File: src/rtl/imm_gen_pkg.sv
// rtl/imm_gen_pkg.sv - shared formats, opcodes and FIFO entry type for imm_gen_stage
package imm_gen_pkg;

  typedef enum logic [2:0] {
    FMT_R  = 3'd0,
    FMT_I  = 3'd1,
    FMT_S  = 3'd2,
    FMT_B  = 3'd3,
    FMT_U  = 3'd4,
    FMT_J  = 3'd5,
    FMT_SH = 3'd6,
    FMT_Z  = 3'd7
  } fmt_e;

  localparam logic [6:0] OPC_LUI     = 7'b0110111;
  localparam logic [6:0] OPC_AUIPC   = 7'b0010111;
  localparam logic [6:0] OPC_JAL     = 7'b1101111;
  localparam logic [6:0] OPC_JALR    = 7'b1100111;
  localparam logic [6:0] OPC_LOAD    = 7'b0000011;
  localparam logic [6:0] OPC_OPIMM   = 7'b0010011;
  localparam logic [6:0] OPC_OPIMM32 = 7'b0011011;
  localparam logic [6:0] OPC_STORE   = 7'b0100011;
  localparam logic [6:0] OPC_BRANCH  = 7'b1100011;
  localparam logic [6:0] OPC_OP      = 7'b0110011;
  localparam logic [6:0] OPC_OP32    = 7'b0111011;
  localparam logic [6:0] OPC_SYSTEM  = 7'b1110011;

  // XLEN-independent part of a FIFO entry; the immediate lives in a parallel XLEN-wide array.
  typedef struct packed {
    logic [31:0] instr;
    fmt_e        fmt;
    logic        illegal;
  } entry_t;

endpackage

File: src/rtl/imm_decode.sv
// rtl/imm_decode.sv - combinational opcode/funct3 to {imm, fmt, illegal} decoder
// Macro IMM_GEN_ZICSR_EN enables the Z (CSR immediate) format for opcode 1110011.
module imm_decode
  import imm_gen_pkg::*;
#(
  parameter int XLEN = 32
) (
  input  logic [31:0]     instr,
  output logic [XLEN-1:0] imm,
  output fmt_e            fmt,
  output logic            illegal
);

  localparam bit RV64 = (XLEN == 64);

  logic [6:0]      opc;
  logic [2:0]      funct3;
  logic            is_shift;
  logic [XLEN-1:0] imm_i;
  logic [XLEN-1:0] imm_s;
  logic [XLEN-1:0] imm_b;
  logic [XLEN-1:0] imm_u;
  logic [XLEN-1:0] imm_j;
  logic [XLEN-1:0] imm_sh;
  logic [XLEN-1:0] imm_z;

  assign opc      = instr[6:0];
  assign funct3   = instr[14:12];
  assign is_shift = (funct3 == 3'b001) || (funct3 == 3'b101);

  assign imm_i = XLEN'($signed(instr[31:20]));
  assign imm_s = XLEN'($signed({instr[31:25], instr[11:7]}));
  assign imm_b = XLEN'($signed({instr[31], instr[7], instr[30:25], instr[11:8], 1'b0}));
  assign imm_u = XLEN'($signed({instr[31:12], 12'b0}));
  assign imm_j = XLEN'($signed({instr[31], instr[19:12], instr[20], instr[30:21], 1'b0}));
  // Only the 64-bit OP-IMM shift has a 6-bit shamt; the W-form keeps 5 bits.
  assign imm_sh = (RV64 && (opc == OPC_OPIMM)) ? XLEN'(instr[25:20]) : XLEN'(instr[24:20]);
  assign imm_z  = XLEN'(instr[19:15]);

  always_comb begin
    fmt     = FMT_R;
    illegal = 1'b0;
    imm     = '0;
    case (opc)
      OPC_LUI, OPC_AUIPC: begin
        fmt = FMT_U;
        imm = imm_u;
      end
      OPC_JAL: begin
        fmt = FMT_J;
        imm = imm_j;
      end
      OPC_JALR, OPC_LOAD: begin
        fmt = FMT_I;
        imm = imm_i;
      end
      OPC_OPIMM: begin
        fmt = is_shift ? FMT_SH : FMT_I;
        imm = is_shift ? imm_sh : imm_i;
      end
      OPC_OPIMM32: begin
        if (RV64) begin
          fmt = is_shift ? FMT_SH : FMT_I;
          imm = is_shift ? imm_sh : imm_i;
        end else begin
          illegal = 1'b1;
        end
      end
      OPC_STORE: begin
        fmt = FMT_S;
        imm = imm_s;
      end
      OPC_BRANCH: begin
        fmt = FMT_B;
        imm = imm_b;
      end
      OPC_OP: begin
        fmt = FMT_R;
      end
      OPC_OP32: begin
        illegal = !RV64;
      end
      OPC_SYSTEM: begin
`ifdef IMM_GEN_ZICSR_EN
        if (funct3[2] && (funct3[1:0] != 2'b00)) begin
          fmt = FMT_Z;
          imm = imm_z;
        end else begin
          fmt = FMT_I;
          imm = imm_i;
        end
`else
        fmt = FMT_I;
        imm = imm_i;
`endif
      end
      default: begin
        illegal = 1'b1;
      end
    endcase
  end

endmodule

File: src/rtl/imm_gen_stage.sv
// rtl/imm_gen_stage.sv - buffered immediate-generation stage with flush and back-pressure
// Macro IMM_GEN_ZICSR_EN (in imm_decode) enables the Z format for CSR immediates.
module imm_gen_stage
  import imm_gen_pkg::*;
#(
  parameter int XLEN      = 32,
  parameter int BUF_DEPTH = 2
) (
  input  logic            clk,
  input  logic            rst_n,
  input  logic            flush,
  input  logic            in_valid,
  output logic            in_ready,
  input  logic [31:0]     in_instr,
  output logic            out_valid,
  input  logic            out_ready,
  output logic [31:0]     out_instr,
  output logic [XLEN-1:0] out_imm,
  output logic [2:0]      out_fmt,
  output logic            out_illegal
);

  localparam int PW = $clog2(BUF_DEPTH);
  localparam int CW = PW + 1;
  localparam logic [CW-1:0] DEPTH_C = CW'(BUF_DEPTH);

  logic [XLEN-1:0] dec_imm;
  fmt_e            dec_fmt;
  logic            dec_illegal;

  entry_t          meta_mem [BUF_DEPTH];
  logic [XLEN-1:0] imm_mem  [BUF_DEPTH];
  entry_t          head;

  logic [PW-1:0]   wr_ptr;
  logic [PW-1:0]   rd_ptr;
  logic [CW-1:0]   count;
  logic            push;
  logic            pop;

  imm_decode #(.XLEN(XLEN)) u_decode (
    .instr   (in_instr),
    .imm     (dec_imm),
    .fmt     (dec_fmt),
    .illegal (dec_illegal)
  );

  assign in_ready  = (count < DEPTH_C);
  assign out_valid = (count != '0);
  // Flush wins: an input accepted by the handshake in a flush cycle is simply dropped.
  assign push = in_valid && in_ready && !flush;
  assign pop  = out_valid && out_ready && !flush;

  always_ff @(posedge clk or negedge rst_n) begin
    if (!rst_n) begin
      wr_ptr <= '0;
      rd_ptr <= '0;
      count  <= '0;
    end else if (flush) begin
      wr_ptr <= '0;
      rd_ptr <= '0;
      count  <= '0;
    end else begin
      if (push) wr_ptr <= wr_ptr + PW'(1);
      if (pop)  rd_ptr <= rd_ptr + PW'(1);
      case ({push, pop})
        2'b10:   count <= count + CW'(1);
        2'b01:   count <= count - CW'(1);
        default: count <= count;
      endcase
    end
  end

  always_ff @(posedge clk) begin
    if (push) begin
      meta_mem[wr_ptr] <= '{instr: in_instr, fmt: dec_fmt, illegal: dec_illegal};
      imm_mem[wr_ptr]  <= dec_imm;
    end
  end

  assign head        = meta_mem[rd_ptr];
  assign out_instr   = out_valid ? head.instr   : '0;
  assign out_imm     = out_valid ? imm_mem[rd_ptr] : '0;
  assign out_fmt     = out_valid ? head.fmt     : 3'd0;
  assign out_illegal = out_valid ? head.illegal : 1'b0;

endmodule

File: config.mk
export PLATFORM = sky130hd
export DESIGN_NAME = imm_gen_stage
export DESIGN_NICKNAME = d
export VERILOG_FILES = /design/src/rtl/imm_gen_pkg.sv /design/src/rtl/imm_decode.sv /design/src/rtl/imm_gen_stage.sv
export SDC_FILE = /design/constraint.sdc
export NUM_CORES = 1
export LEC_CHECK = 0
export ABC_AREA = 1
export BUFFER_PORTS_ARGS = -buffer_cell sky130_fd_sc_hd__clkbuf_2
export CAP_MARGIN = 20
export CORE_AREA = 2 2 89 155
export DETAILED_ROUTE_END_ITERATION = 8
export DIE_AREA = 0 0 91 157
export PLACE_DENSITY_LB_ADDON = 0.08
export SYNTH_ARGS = -nofsm -noshare
export SYNTH_HDL_FRONTEND = slang
export SYNTH_HIERARCHICAL = 1
export SYNTH_SLANG_ARGS = --single-unit
File: constraint.sdc
create_clock -name clk -period 5.35 [get_ports clk]
set_input_delay 0.8025 -clock clk [delete_from_list [all_inputs] [get_ports clk]]
set_output_delay 0.8025 -clock clk [all_outputs]
set_load 0.01 [all_outputs]
==> results.md, run 1 <==
* Sw frac at 0.324
* GRT Total Usage at 0.222
* Total wire length at between 15 and 20 mm
* VDD IR max at 235 uV
* Multi-input logic area at 1850 um^2
* Largest net degree at the start of global routing at 70
* DR iter-0 viols at approximately 340
* CTS root buffer: clkbuf_16
* Max cap viols at 0
* Cell Rows at 55
* Syn nets at between 600 and 700
* H-tree depth at 4
* Post-DP HPWL at 9.83 mm
* Gr ovfl total at 0
* Run status: complete, no violations
* CP Class: flip-flop to primary output
* Max frequency at 314 MHz
* Chain of cells forming the critical path: nor2_4 > buf_4 > a21oi_1 > clkbuf_2
* Most frequent cells in the layout: nand2_1 (217), edfxtp_1 (136), clkbuf_2 (106)
* Clk_skew at between 0.007 and 0.008 ns
* RSZ-0062 raised after global routing: no
* # Post-CTS Setup Buffers at 0
* Final Cycle Share at 0.596
* First-pass GRT wire length at between 20 and 25 mm
* Slew at the pin closest to its max-slew limit at 0.965 ns
* Internal at approximately 2.3 mW
* CTS resizes at 0
* TritonCTS Sinks at 140
* PortBufs at 106
* CP max stage delay at about 0.64 ns
* NumNets Final at between 700 and 800
* Comb pwr share at 0.267
* Top-area cell type share of the netlist area at 0.637
* Setup WS pre-CTS at 2.27 ns
* Worst hold path class: input pin to async pin
* Cells after Synth at 632
* Critical path capture point type: primary output
* Critical-path top delay cell: nor2_4
* Critical Path AT at between 2 and 2.5 ns
* Leak Pwr at 3.16 nW
* Reg power frac at 0.399
* Chip height at 157 um
* WP data required at around 4.6 ns
* Cell area after synthesis at 6410 um^2
* Top delay family on crit path: buffers and inverters
* Area delta synth->final at 18.0%
* Overall power at 3.37 mW
* Cell count after placement at 875
* Final Max Slew Viols at 0
* Sw power at 1.09 mW
* WL/cell at 16.7 um
* Synth top area cells: edfxtp_1 (64%), nand2_1 (13%), a21oi_1 (5.3%)
* Register area at 4190 um^2
* Vias at 4829
* Clock Power Share at 0.333
* Vias per cell at 5.32
* Seq/Total Area, Yosys at 0.652
* Power Density at 446 nW/um^2
* CTS tree: done
* Buf+Inv Stages, Crit Path at 2
* Crit-path max FO at between 40 and 50
* Startpoint Class: flip-flop
* Slew HR at 0.354
* Distinct cells, synth at 25
* Initial antenna violation count at 0
* GP Congestion at 0.843
* Fin. Hold Viols at 0
* Starting Density at 0.496
* Mean area per synthesized cell at 10.1 um^2
* # IOs at between 100 and 150
* Register bit count reported by yosys at 140
* DRC at 0
* Hold buffer count at cts at 0
* Yosys warns at 6
* Vias in the first global route at just under 5000
* Area leader, netlist: edfxtp_1
* Reg clk slew, reported paths at about 0.06 ns
* Die ar. at ~14000 um^2
* Final setup fails at 0
* Core ar. at between 10000 and 15000 um^2
* Share of cells above drive strength 1 at 0.213
* Setup_tns at 0 ns
* Commonest non-fill, non-tap cell in the layout: nand2_1
* Final ANT Viol Nets at 0
* Final worst path period need at between 3 and 4 ns
* 1st-pass router iterations at 5
* Clock Tree Buf Depth at 2
* Number of fill cells in the layout at 1174
* Clk_lat worst skew at 0.41 ns
* Die Wd at 91 um
* CTS Buf Count at 17
* Antenna cells at 0
* Post-route worst setup slack at 2.16 ns
* Layout Cells excl Fill at 907
metal layers:
metal	vias to the layer above	global-route usage	wire, um
met5	-	0	0
met2	147	0.402	8210
li1	2353	-	-
met3	25	0.0469	685
met1	2304	0.250	5810
met4	0	0.0988	473
sequential cells by signal, indices dropped and copies added, names as in the netlist:
name	flops
imm_mem	64
rd_ptr	1
wr_ptr	1
count	2
meta_mem	72
logic make-up (layout without fill, tap and decap cells):
logic type / after synthesis / in the layout / synth area share
AOI/OAI and AO/OA: 73 / 73 / 0.0585
buffers and inverters: 83 / 187 / 0.0620
DFF: 140 / 140 / 0.652
and+or+nand+nor: 336 / 336 / 0.227
cells in the mapped netlist (all sizes together):
| cell | instances |
|---|---|
| clkbuf | 1 |
| buf | 39 |
| o22ai | 1 |
| nand4 | 31 |
| o21ai | 1 |
| a21oi | 69 |
| inv | 43 |
| nor2 | 24 |
| nor3 | 4 |
| o21bai | 2 |
| dfrtp | 4 |
| and3 | 1 |
| edfxtp | 136 |
| nand3 | 56 |
| and2 | 1 |
| nand2 | 219 |
final timing paths:
kind                              from         endpoint  slack [ns]  cells after the start
setup / recovery              count[1]    out_instr[23]        2.16                      4
setup reg to reg              count[1]  meta_mem[1][35]        2.91                      4
hold / removal                   rst_n         count[1]        0.19                      1
max in group asynchronous        rst_n           rd_ptr        5.01                      1
hold reg to reg                 wr_ptr   meta_mem[0][5]        0.61                      1
min in group clk           in_instr[1]   meta_mem[1][5]        0.60                      1
per-stage QoR:
stage	cell area (um^2)	utilization	hold slack (ns)
detailed placement	7000	0.541	0.603
global placement	6980	0.539	0.606
finish	7570	0.585	0.194
floorplan	6410	-	0.507
global route	7570	0.585	0.180
CTS	7570	0.585	0.183
final cells by class:
| cell class | count | share of cell area |
|---|---|---|
| Sequential cell | 140 | 0.553 |
| Multi-Input combinational cell | 409 | 0.244 |
| Timing Repair Buffer | 112 | 0.0777 |
| Clock buffer | 17 | 0.0562 |
| Tap cell | 171 | 0.0283 |
| Inverter | 43 | 0.0213 |
| Clock inverter | 15 | 0.0195 |
power by group through the flow:
stage / registers (mW) / logic [mW] / clock network, mW
6_report: 1.35 / 0.902 / 1.12
5_1_grt: 1.36 / 1.01 / 1.19
4_1_cts: 1.35 / 0.925 / 1.14
3_5_place_dp: 1.37 / 0.922 / 0
3_3_place_gp: 1.37 / 0.906 / 0
2_1_floorplan: 1.37 / 0.569 / 0
Note: power is estimated with default switching activity, not from simulation.
==> run 2, diff against run 1 <==
==> constraint.sdc (replaced) <==
create_clock -name clk -period 2.6 [get_ports clk]
set_input_delay 0.39 -clock clk [delete_from_list [all_inputs] [get_ports clk]]
set_output_delay 0.39 -clock clk [all_outputs]
set_load 0.01 [all_outputs]
==> run 2 against run 1 <==
Effect of this change: via count increased by 0.46%; die area stayed put; register-to-register slack lost 2.2 ns; sequential power increased by 110%; critical path depth unchanged; combinational power up 120%; hold slack got worse by 0.0072 ns; final cell count grew 0.99%; highest routed layer unchanged.
==> results.md, run 2 (synthesized netlist as in run 1, its figures left out) <==
* Hold Slack at 0.187 ns
* Final setup fails at 0
* Slew HR at 0.481
* Vias at 4851
* CTS Buf Count at 17
* Fin. Hold Viols at 0
* CTS tree: done
* Final ANT Viol Nets at 0
* GRT Total Usage at 0.222
* Slew at the pin closest to its max-slew limit at 0.775 ns
* TritonCTS Sinks at 140
* Die ar. at between 10000 and 15000 um^2
* Crit-path max FO at 54
* Total wire length at 15.4 mm
* Die Wd at 91 um
* NumNets Final at between 700 and 800
* Commonest non-fill, non-tap cell in the layout: nand2_1
* CP max stage delay at approximately 0.5 ns
* Initial antenna violation count at 0
* Clock Power Share at 0.311
* Biggest register: meta_mem
* Final Cycle Share at 0.879
* Internal at 4.70 mW
* Vias in the first global route at 4752
* Power Density at ~910 nW/um^2
* WP data required at 2.21 ns
* Register area at 4190 um^2
* RSZ-0062 raised after global routing: no
* Startpoint Class: flip-flop
* Most frequent cells in the layout: nand2_1 (217), edfxtp_1 (136), clkbuf_2 (106)
* Flip-flop count of the largest register after layout at 72
* Run status: complete, no violations
* Regs by FF count: meta_mem (72), imm_mem (64), count (2)
* H-tree depth at 4
* Multi-input logic area at between 1500 and 2000 um^2
* # IOs at between 100 and 150
* Placed inst area at 7130 um^2
* Comb pwr share at 0.290
* Number of fill cells in the layout at 1174
* Critical-path top delay cell: buf_4
* Critical path capture point type: primary output
* Max cap viols at 0
* Antenna cells at 0
* Reg power frac at 0.399
* 1st-pass router iterations at 5
* Cell Rows at 55
* Post-DP HPWL at 10.2 mm
* Core ar. at 12900 um^2
* Sw power at 2.25 mW
* GP Congestion at 0.806
* Share of cells above drive strength 1 at 0.217
* Largest net degree at the start of global routing at 70
* Area delta synth->final at 19.5%
* Starting Density at 0.496
* Final Max Slew Viols at 0
* Chip height at roughly 160 um
* WL/cell at approximately 17 um
* Chain of cells forming the critical path: buf_4 > nand2_1 > a21oi_1 > clkbuf_2
* VDD IR max at 583 uV
* DRC at 0
* Final instance area at 7670 um^2
* CP Class: flip-flop to primary output
* Clock Tree Buf Depth at 2
* Vias per cell at ~5.3
* Clk_skew at approximately 0.007 ns
* Reg clk slew, reported paths at 0.06 ns
* PortBufs at ~110
* CTS root buffer: clkbuf_16
* Gr ovfl total at 0
* Sw frac at 0.324
* Worst hold path class: input pin to flip-flop
* Leak Pwr at 3.20 nW
* Clk_lat worst skew at 0.41 ns
* Max frequency at 437 MHz
* First-pass GRT wire length at approximately 25 mm
* Critical Path AT at approximately 1.9 ns
* Final worst path period need at 2.29 ns
* DR iter-0 viols at 351
## run 2: critical path, delay by kind of cell (launching register included)
kind | cells | cell delay, ns
AO/OA/AOI/OAI | 1 | 0.27
buffers and inverters | 2 | 0.69
flip-flops | 1 | 0.38
AND/OR/NAND/NOR | 1 | 0.10
## run 2: cell type report
type | count | share of cell area
clock inverters | 13 | 0.0132
clock buffers | 18 | 0.0560
repair buffers | 122 | 0.0950
flip-flops and latches | 140 | 0.546
multi-input cells | 409 | 0.241
inverters | 43 | 0.0211
well taps | 171 | 0.0279
## run 2: what timing repair did
item	CTS	global route
endpoints found under the hold margin	4	0
setup buffers	0	0
hold buffers	1	0
resized for setup	0	0
## run 2: power by group through the flow
| stage | Sequential [mW] | Combinational (mW) | Clock (mW) |
|---|---|---|---|
| floorplan | 2.81 | 1.17 | 0 |
| global placement | 2.81 | 2.02 | 0 |
| detailed placement | 2.82 | 2.05 | 0 |
| CTS | 2.77 | 2.06 | 2.20 |
| global route | 2.79 | 2.24 | 2.29 |
| finish | 2.77 | 2.02 | 2.16 |
## run 2: per-stage QoR
step	util	std cells	setup TNS, ns	power (mW)	setup slack, ns
2_1_floorplan	-	632	-37.93	3.98	-0.284
3_3_place_gp	0.551	884	0	4.84	0.340
3_5_place_dp	0.551	884	0	4.87	0.198
4_1_cts	0.593	916	0	7.03	0.324
5_1_grt	0.593	916	0	7.32	0.204
6_report	0.593	916	0	6.95	0.314
## run 2: routing by layer
layer | part of all wire | GRT usage
met2 | 0.54 | 0.397
met4 | 0.023 | 0.0880
met3 | 0.040 | 0.0364
met1 | 0.40 | 0.267
met5 | 0 | 0
## run 2: path summary, 6_finish.rpt
check | from | endpoint | slack, ns | depth (start not counted)
setup / recovery | rd_ptr | out_instr[23] | 0.31 | 4
hold / removal | in_instr[0] | meta_mem[1][4] | 0.19 | 1
setup reg to reg | count[1] | imm_mem[1][22] | 0.74 | 4
hold reg to reg | count[0] | count[0] | 0.63 | 2
max in group asynchronous | rst_n | rd_ptr | 2.13 | 2
min in group asynchronous | rst_n | count[0] | 0.32 | 2
